`config.mk`:
```
export PLATFORM = sky130hd
export DESIGN_NAME = matrix_mac_seq
export DESIGN_NICKNAME = d
export VERILOG_FILES = /design/src/rtl/matrix_pkg.sv /design/src/rtl/matrix_mac_sat.sv /design/src/rtl/matrix_mac_seq.sv
export SDC_FILE = /design/constraint.sdc
export NUM_CORES = 2
export LEC_CHECK = 0
export CAP_MARGIN = 40
export CORE_AREA = 2 2 323 325
export CTS_CLUSTER_DIAMETER = 150
export DETAILED_ROUTE_END_ITERATION = 7
export DIE_AREA = 0 0 325 327
export PLACE_DENSITY = 0.52
export SYNTH_ARGS = -nofsm -noshare
export SYNTH_HDL_FRONTEND = slang
export SYNTH_SLANG_ARGS = --single-unit
export TNS_END_PERCENT = 100
```
`constraint.sdc`:
```
create_clock -name clk -period 10.1 [get_ports clk]
set_clock_uncertainty 0.15 [all_clocks]
set_input_delay 2.02 -clock clk [delete_from_list [all_inputs] [get_ports clk]]
set_output_delay 2.02 -clock clk [all_outputs]
set_load 0.005 [all_outputs]
```
`src/rtl/matrix_pkg.sv`:
```
// Shared types, parameter defaults and helpers for the sequential matrix multiplier.
package matrix_pkg;

  localparam int unsigned MAX_DIM_DEF = 5;
  localparam int unsigned DATA_W_DEF  = 8;

  typedef enum logic [1:0] {IDLE, RUN, ERR, DONE} state_e;

  function automatic int unsigned dim_w(input int unsigned max_dim);
    return $clog2(max_dim + 1);
  endfunction

  function automatic int unsigned acc_w(input int unsigned data_w, input int unsigned max_dim);
    return 2 * data_w + $clog2(max_dim);
  endfunction

  function automatic int unsigned bus_w(input int unsigned data_w, input int unsigned max_dim);
    return 2 * max_dim * max_dim * data_w;
  endfunction

  // Element index within one half of the flat bus (row-major, MAX_DIM stride)
  function automatic int unsigned elem_off(input int unsigned r, input int unsigned c,
                                           input int unsigned max_dim);
    return r * max_dim + c;
  endfunction

  function automatic bit dims_valid(input int unsigned am, input int unsigned an,
                                    input int unsigned bm, input int unsigned bn,
                                    input bit tr, input int unsigned max_dim);
    bit in_range;
    in_range = (am >= 1) && (am <= max_dim) && (an >= 1) && (an <= max_dim) &&
               (bm >= 1) && (bm <= max_dim) && (bn >= 1) && (bn <= max_dim);
    return in_range && (tr ? (an == bn) : (an == bm));
  endfunction

endpackage

```
`src/rtl/matrix_mac_sat.sv`:
```
// Shared multiply-accumulate datapath plus the result output function (truncate or saturate).
module matrix_mac_sat #(
  parameter int unsigned DATA_W   = 8,
  parameter int unsigned ACC_W    = 19,
  parameter int unsigned SAT_MODE = 0
) (
  input  logic [ACC_W-1:0]  acc,
  input  logic [DATA_W-1:0] a,
  input  logic [DATA_W-1:0] b,
  output logic [ACC_W-1:0]  sum_c,
  output logic [DATA_W-1:0] f_c
);

  localparam int unsigned PROD_W = 2 * DATA_W;

  logic [PROD_W-1:0] prod;

  always_comb begin
    prod  = PROD_W'(a) * PROD_W'(b);
    sum_c = acc + ACC_W'(prod);
    f_c   = sum_c[DATA_W-1:0];
    if ((SAT_MODE != 0) && (|sum_c[ACC_W-1:DATA_W])) begin
      f_c = {DATA_W{1'b1}};
    end
  end

endmodule

```
`src/rtl/matrix_mac_seq.sv`:
```
// Sequential C = A*B / A*B^T over a flat matrix bus, one MAC per cycle, start/busy/done handshake.
module matrix_mac_seq
  import matrix_pkg::*;
#(
  parameter  int unsigned MAX_DIM  = MAX_DIM_DEF,
  parameter  int unsigned DATA_W   = DATA_W_DEF,
  parameter  int unsigned SAT_MODE = 0,
  localparam int unsigned DIM_W    = dim_w(MAX_DIM),
  localparam int unsigned ACC_W    = acc_w(DATA_W, MAX_DIM),
  localparam int unsigned BUS_W    = bus_w(DATA_W, MAX_DIM)
) (
  input  logic             clk,
  input  logic             reset,
  input  logic             start,
  input  logic             transpose_b,
  input  logic [DIM_W-1:0] a_m,
  input  logic [DIM_W-1:0] a_n,
  input  logic [DIM_W-1:0] b_m,
  input  logic [DIM_W-1:0] b_n,
  input  logic [BUS_W-1:0] matrices_in,
  output logic             busy,
  output logic             done,
  output logic             valid,
  output logic             error,
  output logic [DIM_W-1:0] c_m,
  output logic [DIM_W-1:0] c_n,
  output logic [BUS_W-1:0] matrices_out
);

  localparam int unsigned HALF_W = BUS_W / 2;
  localparam int unsigned OFF_W  = $clog2(HALF_W);

  state_e            state_q, state_d;
  logic [HALF_W-1:0] a_q, a_d, b_q, b_d, c_q, c_d;
  logic [DIM_W-1:0]  m_q, m_d, n_q, n_d, kd_q, kd_d;
  logic [DIM_W-1:0]  i_q, i_d, j_q, j_d, k_q, k_d;
  logic [DIM_W-1:0]  cm_q, cm_d, cn_q, cn_d;
  logic              tr_q, tr_d;
  logic [ACC_W-1:0]  acc_q, acc_d;
  logic              busy_q, busy_d, done_q, done_d, valid_q, valid_d, error_q, error_d;

  logic [OFF_W-1:0]  a_off, b_off, c_off;
  logic [DATA_W-1:0] a_el, b_el, f_c;
  logic [ACC_W-1:0]  sum_c;

  // Operand fetch: B is walked column-wise normally, row-wise when transposed
  always_comb begin
    a_off = OFF_W'(elem_off(32'(i_q), 32'(k_q), MAX_DIM) * DATA_W);
    b_off = tr_q ? OFF_W'(elem_off(32'(j_q), 32'(k_q), MAX_DIM) * DATA_W)
                 : OFF_W'(elem_off(32'(k_q), 32'(j_q), MAX_DIM) * DATA_W);
    c_off = OFF_W'(elem_off(32'(i_q), 32'(j_q), MAX_DIM) * DATA_W);
    a_el  = a_q[a_off +: DATA_W];
    b_el  = b_q[b_off +: DATA_W];
  end

  matrix_mac_sat #(
    .DATA_W  (DATA_W),
    .ACC_W   (ACC_W),
    .SAT_MODE(SAT_MODE)
  ) u_mac (
    .acc  (acc_q),
    .a    (a_el),
    .b    (b_el),
    .sum_c(sum_c),
    .f_c  (f_c)
  );

  always_comb begin
    state_d = state_q;
    a_d     = a_q;
    b_d     = b_q;
    c_d     = c_q;
    m_d     = m_q;
    n_d     = n_q;
    kd_d    = kd_q;
    i_d     = i_q;
    j_d     = j_q;
    k_d     = k_q;
    cm_d    = cm_q;
    cn_d    = cn_q;
    tr_d    = tr_q;
    acc_d   = acc_q;
    busy_d  = busy_q;
    done_d  = 1'b0;
    valid_d = valid_q;
    error_d = error_q;

    case (state_q)
      IDLE: begin
        if (start) begin
          a_d     = matrices_in[HALF_W-1:0];
          b_d     = matrices_in[BUS_W-1:HALF_W];
          tr_d    = transpose_b;
          m_d     = a_m;
          n_d     = transpose_b ? b_m : b_n;
          kd_d    = a_n;
          c_d     = '0;
          valid_d = 1'b0;
          error_d = 1'b0;
          cm_d    = '0;
          cn_d    = '0;
          i_d     = '0;
          j_d     = '0;
          k_d     = '0;
          acc_d   = '0;
          busy_d  = 1'b1;
          if (dims_valid(32'(a_m), 32'(a_n), 32'(b_m), 32'(b_n), transpose_b, MAX_DIM)) begin
            state_d = RUN;
          end else begin
            state_d = ERR;
            done_d  = 1'b1;
            error_d = 1'b1;
          end
        end
      end
      RUN: begin
        if (k_q + DIM_W'(1) == kd_q) begin
          c_d[c_off +: DATA_W] = f_c;
          acc_d = '0;
          k_d   = '0;
          if (j_q + DIM_W'(1) == n_q) begin
            j_d = '0;
            if (i_q + DIM_W'(1) == m_q) begin
              i_d     = '0;
              state_d = DONE;
              done_d  = 1'b1;
              valid_d = 1'b1;
              cm_d    = m_q;
              cn_d    = n_q;
            end else begin
              i_d = i_q + DIM_W'(1);
            end
          end else begin
            j_d = j_q + DIM_W'(1);
          end
        end else begin
          acc_d = sum_c;
          k_d   = k_q + DIM_W'(1);
        end
      end
      ERR, DONE: begin
        state_d = IDLE;
        busy_d  = 1'b0;
      end
      default: begin
        state_d = IDLE;
        busy_d  = 1'b0;
      end
    endcase
  end

  always_ff @(posedge clk or negedge reset) begin
    if (!reset) begin
      state_q <= IDLE;
      a_q     <= '0;
      b_q     <= '0;
      c_q     <= '0;
      m_q     <= '0;
      n_q     <= '0;
      kd_q    <= '0;
      i_q     <= '0;
      j_q     <= '0;
      k_q     <= '0;
      cm_q    <= '0;
      cn_q    <= '0;
      tr_q    <= 1'b0;
      acc_q   <= '0;
      busy_q  <= 1'b0;
      done_q  <= 1'b0;
      valid_q <= 1'b0;
      error_q <= 1'b0;
    end else begin
      state_q <= state_d;
      a_q     <= a_d;
      b_q     <= b_d;
      c_q     <= c_d;
      m_q     <= m_d;
      n_q     <= n_d;
      kd_q    <= kd_d;
      i_q     <= i_d;
      j_q     <= j_d;
      k_q     <= k_d;
      cm_q    <= cm_d;
      cn_q    <= cn_d;
      tr_q    <= tr_d;
      acc_q   <= acc_d;
      busy_q  <= busy_d;
      done_q  <= done_d;
      valid_q <= valid_d;
      error_q <= error_d;
    end
  end

  assign busy         = busy_q;
  assign done         = done_q;
  assign valid        = valid_q;
  assign error        = error_q;
  assign c_m          = cm_q;
  assign c_n          = cn_q;
  assign matrices_out = {HALF_W'(0), c_q};

endmodule

```
==> results_dict.tcl <==
set metrics [dict create \
    status "completed" \
    p_total_uw 8411 \
    die_y_um 327 \
    yosysWarnings 0 \
    synthSimpleGateAreaFrac_pct 20.43 \
    final_cell_mix "1452 x nand2_1, 639 x dfrtp_1, 624 x clkdlybuf4s50_1" \
    final_area_um2 40790 \
    io_pins 826 \
    critPathLaunch "k_q[0]$_DFFE_PN0P_" \
    yosysUniqueCellTypes 58 \
    period_needed_ps 8380 \
    slew_headroom_pct 29.15 \
    synth_fa_ha_area_share_pct 3.047 \
    reg2reg_from "k_q[0]$_DFFE_PN0P_" \
    critical_path_arrival_ps 8720 \
    grt.overflow.total 0 \
    critPathKind "flop to flop" \
    synthCells 3288 \
    cts_resized 0 \
    worstSetupEndpointType "flop" \
    synthFlopType "dfrtp_1" \
    finalCritPeriodShare_pct 82.97 \
    cap_violations 0 \
    setup_viol 0 \
    start_util_pct 30.32 \
    synth-edff-count 0 \
    post_cts_buffers 0 \
    synth-xor-area-share_pct 1.656 \
    switching_share_pct 36.51 \
    synth_top_family_by_area "simple AND/OR/NAND/NOR gates" \
    rr_endpoint "c_q[7]$_DFFE_PN0P_" \
    die_area_um2 106300 \
    combPwrFrac_pct 31.0 \
    die_x_um 325 \
    root_buffer "clkbuf_16" \
    cts_tree "yes" \
    cts.sinks 639 \
    final_common_cell "nand2_1" \
    vias 24260 \
    ys_seq_area_share_pct 51.25 \
    hp-class "flop to flop" \
    rsz0062_at_grt "no" \
    htree_levels 3 \
    grt_pass1_vias 24360 \
    async_flop_share_pct 100.0 \
    cts_buffers 76 \
    antenna_found_initial 13 \
    cp.required_ps 10440 \
    drv_slew 0 \
    p_clk_share_pct 33.0 \
    syn_to_final_growth_pct 30.73 \
    internal_power_uw 5340 \
    grt_max_degree 196 \
    synth.avg_cell_area_um2 9.490 \
    via_per_inst 4.572 \
    grtUsageTotal_pct 20.00 \
    crit_fanout 26 \
    path_delay_family "adder cells" \
    start_kind "flop" \
    p_switching_uw 3071 \
    cp-endpoint "c_q[7]$_DFFE_PN0P_" \
    crit_cells 25 \
    powerDensity_nw_per_um2 206.2 \
    clk_pin_slew_ps 60 \
    port_buffers 625 \
    synth-seq-cells 639 \
    syn_area_um2 31200 \
    drcViolationCount 0 \
    placement_rows 118 \
    placed_cell_area_um2 38270 \
    worst-r2r-cell-count 25 \
    cp_slowest_cell "nor2_2" \
    grt_pass1_wl_mm 160.0 \
    power_frac_seq_pct 36.1 \
    synth_compound_area_share_pct 6.223 \
    core-area_um2 102900 \
    vdd_drop_max_v 0.0003388 \
    critPathBufInv 3 \
    slowest_delay_ps 700 \
    cts_hold_buf 0 \
    tightest_slew_ps 1063 \
    drive_gt1_share_pct 7.806 \
    hold_viol 0 \
    ant_nets 0 \
    drt_iter0_drc 1888 \
    nNetsFinal 4342 \
    detail_route.first_pass.iterations 6 \
    max_clock_freq_mhz 119.3 \
    synth_mux_area_share_pct 9.459 \
    leakagePower_uw 0.01923 \
    drt_wl_total_mm 107.6 \
    r2r_setup_slack_ps 1720 \
    gp_congestion 0.8338 \
    clkLatencyLatePin_ps 650 \
    final.setup.tns_ps 0 \
    cts_buffer_depth 3 \
    wl_per_cell_um 20.27 \
    dp_hpwl_mm 79.31 \
]
-- metrics by stage --
| step | std cells | utilization (%) | setup WS, ps | hold WS [ps] |
|---|---|---|---|---|
| after CTS | 5300 | 39.62 | 1647 | 321.6 |
| after floorplan | 3487 | - | 3075 | 287.4 |
| after global routing | 5307 | 39.64 | 1295 | 329.4 |
| after detailed placement | 5164 | 37.19 | 1680 | 307.0 |
| final | 5307 | 39.64 | 1720 | 315.5 |
| after global placement | 5147 | 36.98 | 1840 | 303.3 |
-- routing by layer --
layer / track usage, % / vias to the layer above / share of wire, %
li1: - / 11530 / -
met1: 26.21 / 11920 / 43
met2: 33.21 / 679 / 49
met3: 3.888 / 132 / 5.2
met4: 6.703 / 10 / 2.6
met5: 0 / - / 0.050
-- kinds of logic (layout without fill, tap and decap cells) --
family          count (synthesis)  count (layout)
simple gates                 1631            1631
xor+xnor                       51              51
flops                         639             639
compound gates                302             302
mux                           164             164
buf+inv                       436             869
fa+ha+maj                      64              64
other cells                     1             207
-- sequential cells by signal, indices dropped and copies added (netlist names), 8 cells and up --
register,cells
a_q,200
acc_q,8
b_q,200
c_q,200
-- layout make-up --
cell class	count	area (um2)
Clock inverter	25	289.0
Antenna cell	7	17.52
Sequential cell	639	15990
Inverter	60	225.2
Tap cell	1380	1727
Multi-Input combinational cell	2412	13540
Clock buffer	111	2216
Fill cell	10350	62110
Timing Repair Buffer	673	6784
-- worst min-delay path by stage --
| stage | startpoint | endpoint | cells past startpoint |
|---|---|---|---|
| 2_1_floorplan | a_q[194]$_DFFE_PN0P_ | a_q[194]$_DFFE_PN0P_ | 2 |
| 3_3_place_gp | b_q[183]$_DFFE_PN0P_ | b_q[183]$_DFFE_PN0P_ | 2 |
| 3_5_place_dp | b_q[153]$_DFFE_PN0P_ | b_q[153]$_DFFE_PN0P_ | 2 |
| 4_1_cts | b_q[118]$_DFFE_PN0P_ | b_q[118]$_DFFE_PN0P_ | 2 |
| 5_1_grt | a_q[61]$_DFFE_PN0P_ | a_q[61]$_DFFE_PN0P_ | 2 |
| 6_report | a_q[61]$_DFFE_PN0P_ | a_q[61]$_DFFE_PN0P_ | 2 |
-- worst min-delay path: stages (launching register included) --
cell and delay (ps):
dfrtp_1 330, nand2_1 50, nand2_1 50
-- power groups by stage --
| stage | logic (uW) | registers, uW | clock network [uW] |
|---|---|---|---|
| after floorplan | 1580 | 2990 | 0 |
| after global placement | 2710 | 3080 | 0 |
| after detailed placement | 2720 | 3080 | 0 |
| after CTS | 2730 | 3030 | 2850 |
| after global routing | 2890 | 3070 | 2950 |
| final | 2600 | 3030 | 2770 |
-- cell usage after synthesis, drive strengths merged, types with 7 or more instances --
library cell	number	area share, %
a21oi	27	0.45
and3	7	0.14
ha	44	1.8
a22o	71	2.0
nor2	39	0.48
dfrtp	639	51
nand2	1452	17
mux4	103	7.4
nand3	79	1.3
nand2b	8	0.16
nor3	12	0.22
clkbuf	150	1.8
mux2i	44	1.4
and2	9	0.18
inv	60	0.72
o21ai	149	2.4
mux2	17	0.61
o31ai	18	0.43
buf	226	5.4
xnor2	34	1.0
or3	7	0.14
xor2	15	0.51
fa	20	1.3
Power figures use the tool's default switching activity.
